$ cat config.mk
export PLATFORM = sky130hd
export DESIGN_NAME = mem_port_arbiter_flat
export DESIGN_NICKNAME = d
export VERILOG_FILES = /design/src/rtl/mem_port_arbiter_if.sv /design/src/rtl/mem_port_arbiter.sv /design/src/flat_wrapper.sv
export SDC_FILE = /design/constraint.sdc
export NUM_CORES = 1
export LEC_CHECK = 0
export ABC_CLOCK_PERIOD_IN_PS = 2500
export CAP_MARGIN = 20
export CORE_MARGIN = 2
export CORE_UTILIZATION = 45
export CTS_CLUSTER_SIZE = 25
export DETAILED_ROUTE_END_ITERATION = 10
export GPL_ROUTABILITY_DRIVEN = 0
export HOLD_SLACK_MARGIN = 0.06
export PLACE_DENSITY_LB_ADDON = 0.1
export SYNTH_ARGS = -nofsm -noshare
export SYNTH_HDL_FRONTEND = slang
export SYNTH_SLANG_ARGS = --single-unit
$ cat constraint.sdc
create_clock -name clk -period 2.5 [get_ports clk]
set_input_delay 0.25 -clock clk [delete_from_list [all_inputs] [get_ports clk]]
set_output_delay 0.25 -clock clk [all_outputs]
set_load 0.005 [all_outputs]
$ cat src/rtl/mem_port_arbiter_if.sv
// Request/response bundle between the fetch and data requesters, the
// arbiter and the single-port RAM; the master side drives requests and ram_rdata.
interface mem_port_arbiter_if #(
  parameter int AW = 32,
  parameter int DW = 32
);
  logic [1:0]    lat_cfg;
  logic          if_req;
  logic [AW-1:0] if_addr;
  logic          mem_req;
  logic          mem_we;
  logic [AW-1:0] mem_addr;
  logic [DW-1:0] mem_wdata;
  logic [DW-1:0] ram_rdata;
  logic          ram_en;
  logic          ram_we;
  logic [AW-1:0] ram_addr;
  logic [DW-1:0] ram_wdata;
  logic          if_done;
  logic          mem_done;
  logic [DW-1:0] if_rdata;
  logic [DW-1:0] mem_rdata;
  logic          if_stall;
  logic          mem_stall;
  logic          busy;

  modport master (
    output lat_cfg, if_req, if_addr, mem_req, mem_we, mem_addr, mem_wdata, ram_rdata,
    input  ram_en, ram_we, ram_addr, ram_wdata, if_done, mem_done,
    input  if_rdata, mem_rdata, if_stall, mem_stall, busy
  );

  modport slave (
    input  lat_cfg, if_req, if_addr, mem_req, mem_we, mem_addr, mem_wdata, ram_rdata,
    output ram_en, ram_we, ram_addr, ram_wdata, if_done, mem_done,
    output if_rdata, mem_rdata, if_stall, mem_stall, busy
  );
endinterface

$ cat src/rtl/mem_port_arbiter.sv
// Two-requester (fetch/data) arbiter for one single-port RAM with programmable
// wait states; alternates on conflict, one access in flight, done pulse in RESP.
module mem_port_arbiter #(
  parameter int AW = 32,
  parameter int DW = 32
) (
  input logic              clk,
  input logic              rst_n,
  mem_port_arbiter_if.slave bus
);

  typedef enum logic [1:0] {
    S_IDLE    = 2'd0,
    S_IF_ACC  = 2'd1,
    S_MEM_ACC = 2'd2,
    S_RESP    = 2'd3
  } state_t;

  state_t        state_q;
  logic [1:0]    cnt_q;
  logic [1:0]    lat_q;
  logic          last_mem_q;
  logic [AW-1:0] addr_q;
  logic [DW-1:0] wdata_q;
  logic          we_q;
  logic          if_done_q;
  logic          mem_done_q;
  logic [DW-1:0] if_rdata_q;
  logic [DW-1:0] mem_rdata_q;

  logic in_acc;
  logic final_cyc;
  logic grant_mem;

  always_comb begin
    in_acc    = (state_q == S_IF_ACC) || (state_q == S_MEM_ACC);
    final_cyc = in_acc && (cnt_q == lat_q);
    // Data side wins unless both are asking and it was served last.
    grant_mem = bus.mem_req && (!bus.if_req || !last_mem_q);
  end

  always_ff @(posedge clk) begin
    if (!rst_n) begin
      state_q     <= S_IDLE;
      cnt_q       <= '0;
      lat_q       <= '0;
      last_mem_q  <= 1'b0;
      addr_q      <= '0;
      wdata_q     <= '0;
      we_q        <= 1'b0;
      if_done_q   <= 1'b0;
      mem_done_q  <= 1'b0;
      if_rdata_q  <= '0;
      mem_rdata_q <= '0;
    end else begin
      if_done_q  <= 1'b0;
      mem_done_q <= 1'b0;
      case (state_q)
        S_IDLE: begin
          if (bus.mem_req || bus.if_req) begin
            lat_q   <= bus.lat_cfg;
            cnt_q   <= '0;
            addr_q  <= grant_mem ? bus.mem_addr : bus.if_addr;
            wdata_q <= grant_mem ? bus.mem_wdata : '0;
            we_q    <= grant_mem && bus.mem_we;
            state_q <= grant_mem ? S_MEM_ACC : S_IF_ACC;
          end
        end
        S_IF_ACC, S_MEM_ACC: begin
          if (cnt_q == lat_q) begin
            // Read data is captured even for writes; the requester ignores it.
            if (state_q == S_MEM_ACC) begin
              mem_rdata_q <= bus.ram_rdata;
              mem_done_q  <= 1'b1;
            end else begin
              if_rdata_q <= bus.ram_rdata;
              if_done_q  <= 1'b1;
            end
            last_mem_q <= (state_q == S_MEM_ACC);
            state_q    <= S_RESP;
          end else begin
            cnt_q <= cnt_q + 2'd1;
          end
        end
        S_RESP: begin
          state_q <= S_IDLE;
        end
        default: begin
          state_q <= S_IDLE;
        end
      endcase
    end
  end

  assign bus.ram_en    = in_acc;
  assign bus.ram_we    = final_cyc && (state_q == S_MEM_ACC) && we_q;
  assign bus.ram_addr  = in_acc ? addr_q : '0;
  assign bus.ram_wdata = in_acc ? wdata_q : '0;
  assign bus.if_done   = if_done_q;
  assign bus.mem_done  = mem_done_q;
  assign bus.if_rdata  = if_rdata_q;
  assign bus.mem_rdata = mem_rdata_q;
  assign bus.if_stall  = bus.if_req && !if_done_q;
  assign bus.mem_stall = bus.mem_req && !mem_done_q;
  assign bus.busy      = (state_q != S_IDLE);

endmodule

$ cat src/flat_wrapper.sv
// flat-port wrapper written by rule: the top's interface ports become plain ports
module mem_port_arbiter_flat 
#(
  parameter int AW = 32,
  parameter int DW = 32
)
  (clk, rst_n, bus_lat_cfg, bus_if_req, bus_if_addr, bus_mem_req, bus_mem_we, bus_mem_addr, bus_mem_wdata, bus_ram_rdata, bus_ram_en, bus_ram_we, bus_ram_addr, bus_ram_wdata, bus_if_done, bus_mem_done, bus_if_rdata, bus_mem_rdata, bus_if_stall, bus_mem_stall, bus_busy);
  mem_port_arbiter_if #(.AW(AW), .DW(DW)) bus_i ();
  input logic clk;
  input logic rst_n;
  input wire logic [$bits(bus_i.lat_cfg)-1:0] bus_lat_cfg;
  input wire logic [$bits(bus_i.if_req)-1:0] bus_if_req;
  input wire logic [$bits(bus_i.if_addr)-1:0] bus_if_addr;
  input wire logic [$bits(bus_i.mem_req)-1:0] bus_mem_req;
  input wire logic [$bits(bus_i.mem_we)-1:0] bus_mem_we;
  input wire logic [$bits(bus_i.mem_addr)-1:0] bus_mem_addr;
  input wire logic [$bits(bus_i.mem_wdata)-1:0] bus_mem_wdata;
  input wire logic [$bits(bus_i.ram_rdata)-1:0] bus_ram_rdata;
  output wire logic [$bits(bus_i.ram_en)-1:0] bus_ram_en;
  output wire logic [$bits(bus_i.ram_we)-1:0] bus_ram_we;
  output wire logic [$bits(bus_i.ram_addr)-1:0] bus_ram_addr;
  output wire logic [$bits(bus_i.ram_wdata)-1:0] bus_ram_wdata;
  output wire logic [$bits(bus_i.if_done)-1:0] bus_if_done;
  output wire logic [$bits(bus_i.mem_done)-1:0] bus_mem_done;
  output wire logic [$bits(bus_i.if_rdata)-1:0] bus_if_rdata;
  output wire logic [$bits(bus_i.mem_rdata)-1:0] bus_mem_rdata;
  output wire logic [$bits(bus_i.if_stall)-1:0] bus_if_stall;
  output wire logic [$bits(bus_i.mem_stall)-1:0] bus_mem_stall;
  output wire logic [$bits(bus_i.busy)-1:0] bus_busy;
  assign bus_i.lat_cfg = bus_lat_cfg;
  assign bus_i.if_req = bus_if_req;
  assign bus_i.if_addr = bus_if_addr;
  assign bus_i.mem_req = bus_mem_req;
  assign bus_i.mem_we = bus_mem_we;
  assign bus_i.mem_addr = bus_mem_addr;
  assign bus_i.mem_wdata = bus_mem_wdata;
  assign bus_i.ram_rdata = bus_ram_rdata;
  assign bus_ram_en = bus_i.ram_en;
  assign bus_ram_we = bus_i.ram_we;
  assign bus_ram_addr = bus_i.ram_addr;
  assign bus_ram_wdata = bus_i.ram_wdata;
  assign bus_if_done = bus_i.if_done;
  assign bus_mem_done = bus_i.mem_done;
  assign bus_if_rdata = bus_i.if_rdata;
  assign bus_mem_rdata = bus_i.mem_rdata;
  assign bus_if_stall = bus_i.if_stall;
  assign bus_mem_stall = bus_i.mem_stall;
  assign bus_busy = bus_i.busy;
  mem_port_arbiter #(.AW(AW), .DW(DW)) u_core (.clk(clk), .rst_n(rst_n), .bus(bus_i));
endmodule
==> impl_metrics.csv <==
group,metric,value,unit
yosys,yosysMostFrequentCell,"nand2_1",
floorplanning,die_width,122,um
sta,finalCritPeriodShare,95.8,%
yosys,ys_top_cells_by_area,"dfxtp_1, a21boi_2, nand2_1",
setup_path,critPathKind,"flop to primary output",
detailed_routing,drc_errors,0,
setup_path,cp.required,2.25,ns
yosys,ys.flop_type,"dfxtp_1",
clock_network,clockBufferDepth,2,
yosys,yosys_warnings,0,
yosys,seq_area_frac_synth,43.8,%
yosys,synth_edf_count,0,
clock_network,htreeDepth,4,
power,power_leakage,3.85,nW
power,p_comb_share,38.4,%
power,ir_drop,0.513,mV
final_layout,num_antenna_cells,0,
yosys,postSynth.asyncResetShare,0,%
detailed_routing,wl,17600,um
place,placedCellCount,1075,
global_routing,grt_pass1_wl,27200,um
floorplanning,start_util,45.8,%
clock_network,cts_tree,"built",
sta,fin_crit,2.40,ns
yosys,synthCells,666,
floorplanning,core,13800,um2
place,port_buffers,269,
floorplanning,die-area,15000,um2
setup_path,path_max_fanout,5,
clock_network,cts_root_buf,"clkbuf_16",
detailed_routing,vias,5588,
detailed_routing,first_iter_violations,316,
final_layout,syn_to_final_growth,53.5,%
power,pwr-share-seq,33.2,%
sta,final-hold-violation-count,0,
clock_network,cts_sinks,138,
power,p_int,0.00641,W
power,swShare,31.9,%
yosys,syn_area_per_cell,9.47,um2
place,dp_hpwl,12300,um
sta,fin_worst_skew,0.00614,ns
final_layout,drive_gt1_share,12.5,%
sta,fmax,0.417,GHz
global_routing,grt_max_degree,68,
yosys,yosysTopAreaCell,"dfxtp_1",
yosys,syn_area,6310,um2
clock_network,clock_latency,0.41,ns
setup_path,critical_path_arrival,2.15,ns
min_path,min_path_type,"input pin to flop",
sta,tightest_slew,0.576,ns
detailed_routing,drtPass1Iterations,4,
detailed_routing,wl_per_cell,15.9,um
floorplanning,die_y,122,um
power,clkPwrFrac,28.4,%
power,p_switching,0.00301,W
detailed_routing,route.antenna.remaining_nets,0,
status,status,"finished clean",
final_layout,final_nets,1055,
yosys,ys_types,32,
sta,slew_headroom,61.6,%
yosys,ys_ff_latch,138,
floorplanning,rows,43,
sta,setup_slack,0.104,ns
yosys,synth.top_cell.area_share,43.8,%
yosys,synth_commonest_cells,"nand2_1, dfxtp_1, and2_1",
global_routing,overflow,0,
clock_network,cts_inserted_buffers,17,
power,cellPowerDensity,973,nW/um2
global_routing,antenna_found_initial,0,
setup_path,critPathLaunchType,"flop",
setup_path,endpoint_kind,"primary output",
clock_network,clk_pin_slew,0.06,ns
global_routing,grt_use_total,23.1,%
flow_run,drv_cap,0,
yosys,syn_nets,807,
sta,report.final.slew_viol_count,0,
floorplanning,pin_count,270,
place,pre_cts_slack,0.410,ns
detailed_routing,via_per_inst,5.05,
final_layout,stdcell_count,1107,
global_routing,grt_pass1_vias,5621,
sta,setup_viol,0,
-- layer usage --
| metal | GRT usage [%] | share of wire, % | up-vias |
|---|---|---|---|
| li1 | - | - | 2726 |
| met1 | 25.4 | 40 | 2647 |
| met2 | 42.0 | 50 | 187 |
| met3 | 6.83 | 7.4 | 28 |
| met4 | 8.55 | 2.1 | 0 |
| met5 | 0 | 0 | - |
-- what timing repair did --
action                                  4_1_cts  5_1_grt
resized for setup                             3        4
endpoints found under the setup margin       36       65
buffers inserted                              0        0
hold buffers                                  0        0
-- per-stage QoR --
stage	total power [W]	cell area [um2]	util [%]	hold slack [ns]	TNS [ns]
finish	0.00943	9680	70.3	0.370	0
global route	0.00997	9680	70.3	0.389	-0.00629
CTS	0.00944	9660	70.1	0.355	-0.00912
detailed placement	0.00670	9020	65.5	0.456	0
global placement	0.00658	9020	65.5	0.450	0
floorplan	0.00513	6310	-	0.395	0
-- cells by family (layout without fill, tap and decap cells) --
kind of cell / count (synthesis) / count (layout) / share of synthesized area [%]
compound gates: 143 / 143 / 21.8
xor+xnor: 2 / 2 / 0.278
fa+ha+maj: 6 / 6 / 1.19
buf+inv: 60 / 321 / 6.09
flops: 138 / 138 / 43.8
mux: 34 / 34 / 5.40
simple gates: 283 / 283 / 21.4
-- cell type report --
type	instances	area, um2
Clock buffer	20	467
Clock inverter	12	170
Fill cell	1063	4090
Inverter	5	18.8
Multi-Input combinational cell	468	3200
Sequential cell	138	2760
Tap cell	180	225
Timing Repair Buffer	284	2840
-- critical path, cell delays in order (launching register included) --
cell and delay, ns:
dfxtp_1 0.38, inv_1 0.13, ha_4 0.32, and3_4 0.22, and3_1 0.16, clkdlybuf4s50_1 0.53
-- state kept, by name, indices dropped and copies added (netlist names) --
signal                cells
u_core.wdata_q           32
u_core.bus.if_done        1
u_core.addr_q            32
u_core.last_mem_q         1
u_core.state_q            2
u_core.lat_q              2
u_core.bus.mem_rdata     32
u_core.cnt_q              2
u_core.bus.if_rdata      32
u_core.we_q               1
u_core.bus.mem_done       1
-- placed cells by master, fill, tap and decap left out, drive strengths merged, types with 5 or more instances in the layout --
cell type and n:
and2 66, mux2i 34, o211a 32, clkbuf 20
clkdlybuf4s50 268, ha 6, nand2 166, a22oi 33
dfxtp 138, inv 5, and3 5, buf 16
a21boi 67, nor2b 36
-- power groups by stage --
stage / sequential, W / combinational, W / clock [W]
after floorplan: 0.00308 / 0.00205 / 0
after CTS: 0.00313 / 0.00359 / 0.00272
after detailed placement: 0.00316 / 0.00354 / 0
after global placement: 0.00315 / 0.00343 / 0
final: 0.00313 / 0.00362 / 0.00268
after global routing: 0.00319 / 0.00395 / 0.00282
-- path summary, 6_finish.rpt --
kind	cells past startpoint	slack [ns]	end	start
setup reg to reg	7	0.55	u_core.state_q[1]	u_core.state_q[1]
setup / recovery	5	0.10	bus_ram_we	u_core.state_q[1]
hold / removal	2	0.37	u_core.state_q[1]	rst_n
hold reg to reg	2	0.46	u_core.bus.if_rdata[13]	u_core.bus.if_rdata[13]
Power figures use the tool's default switching activity.
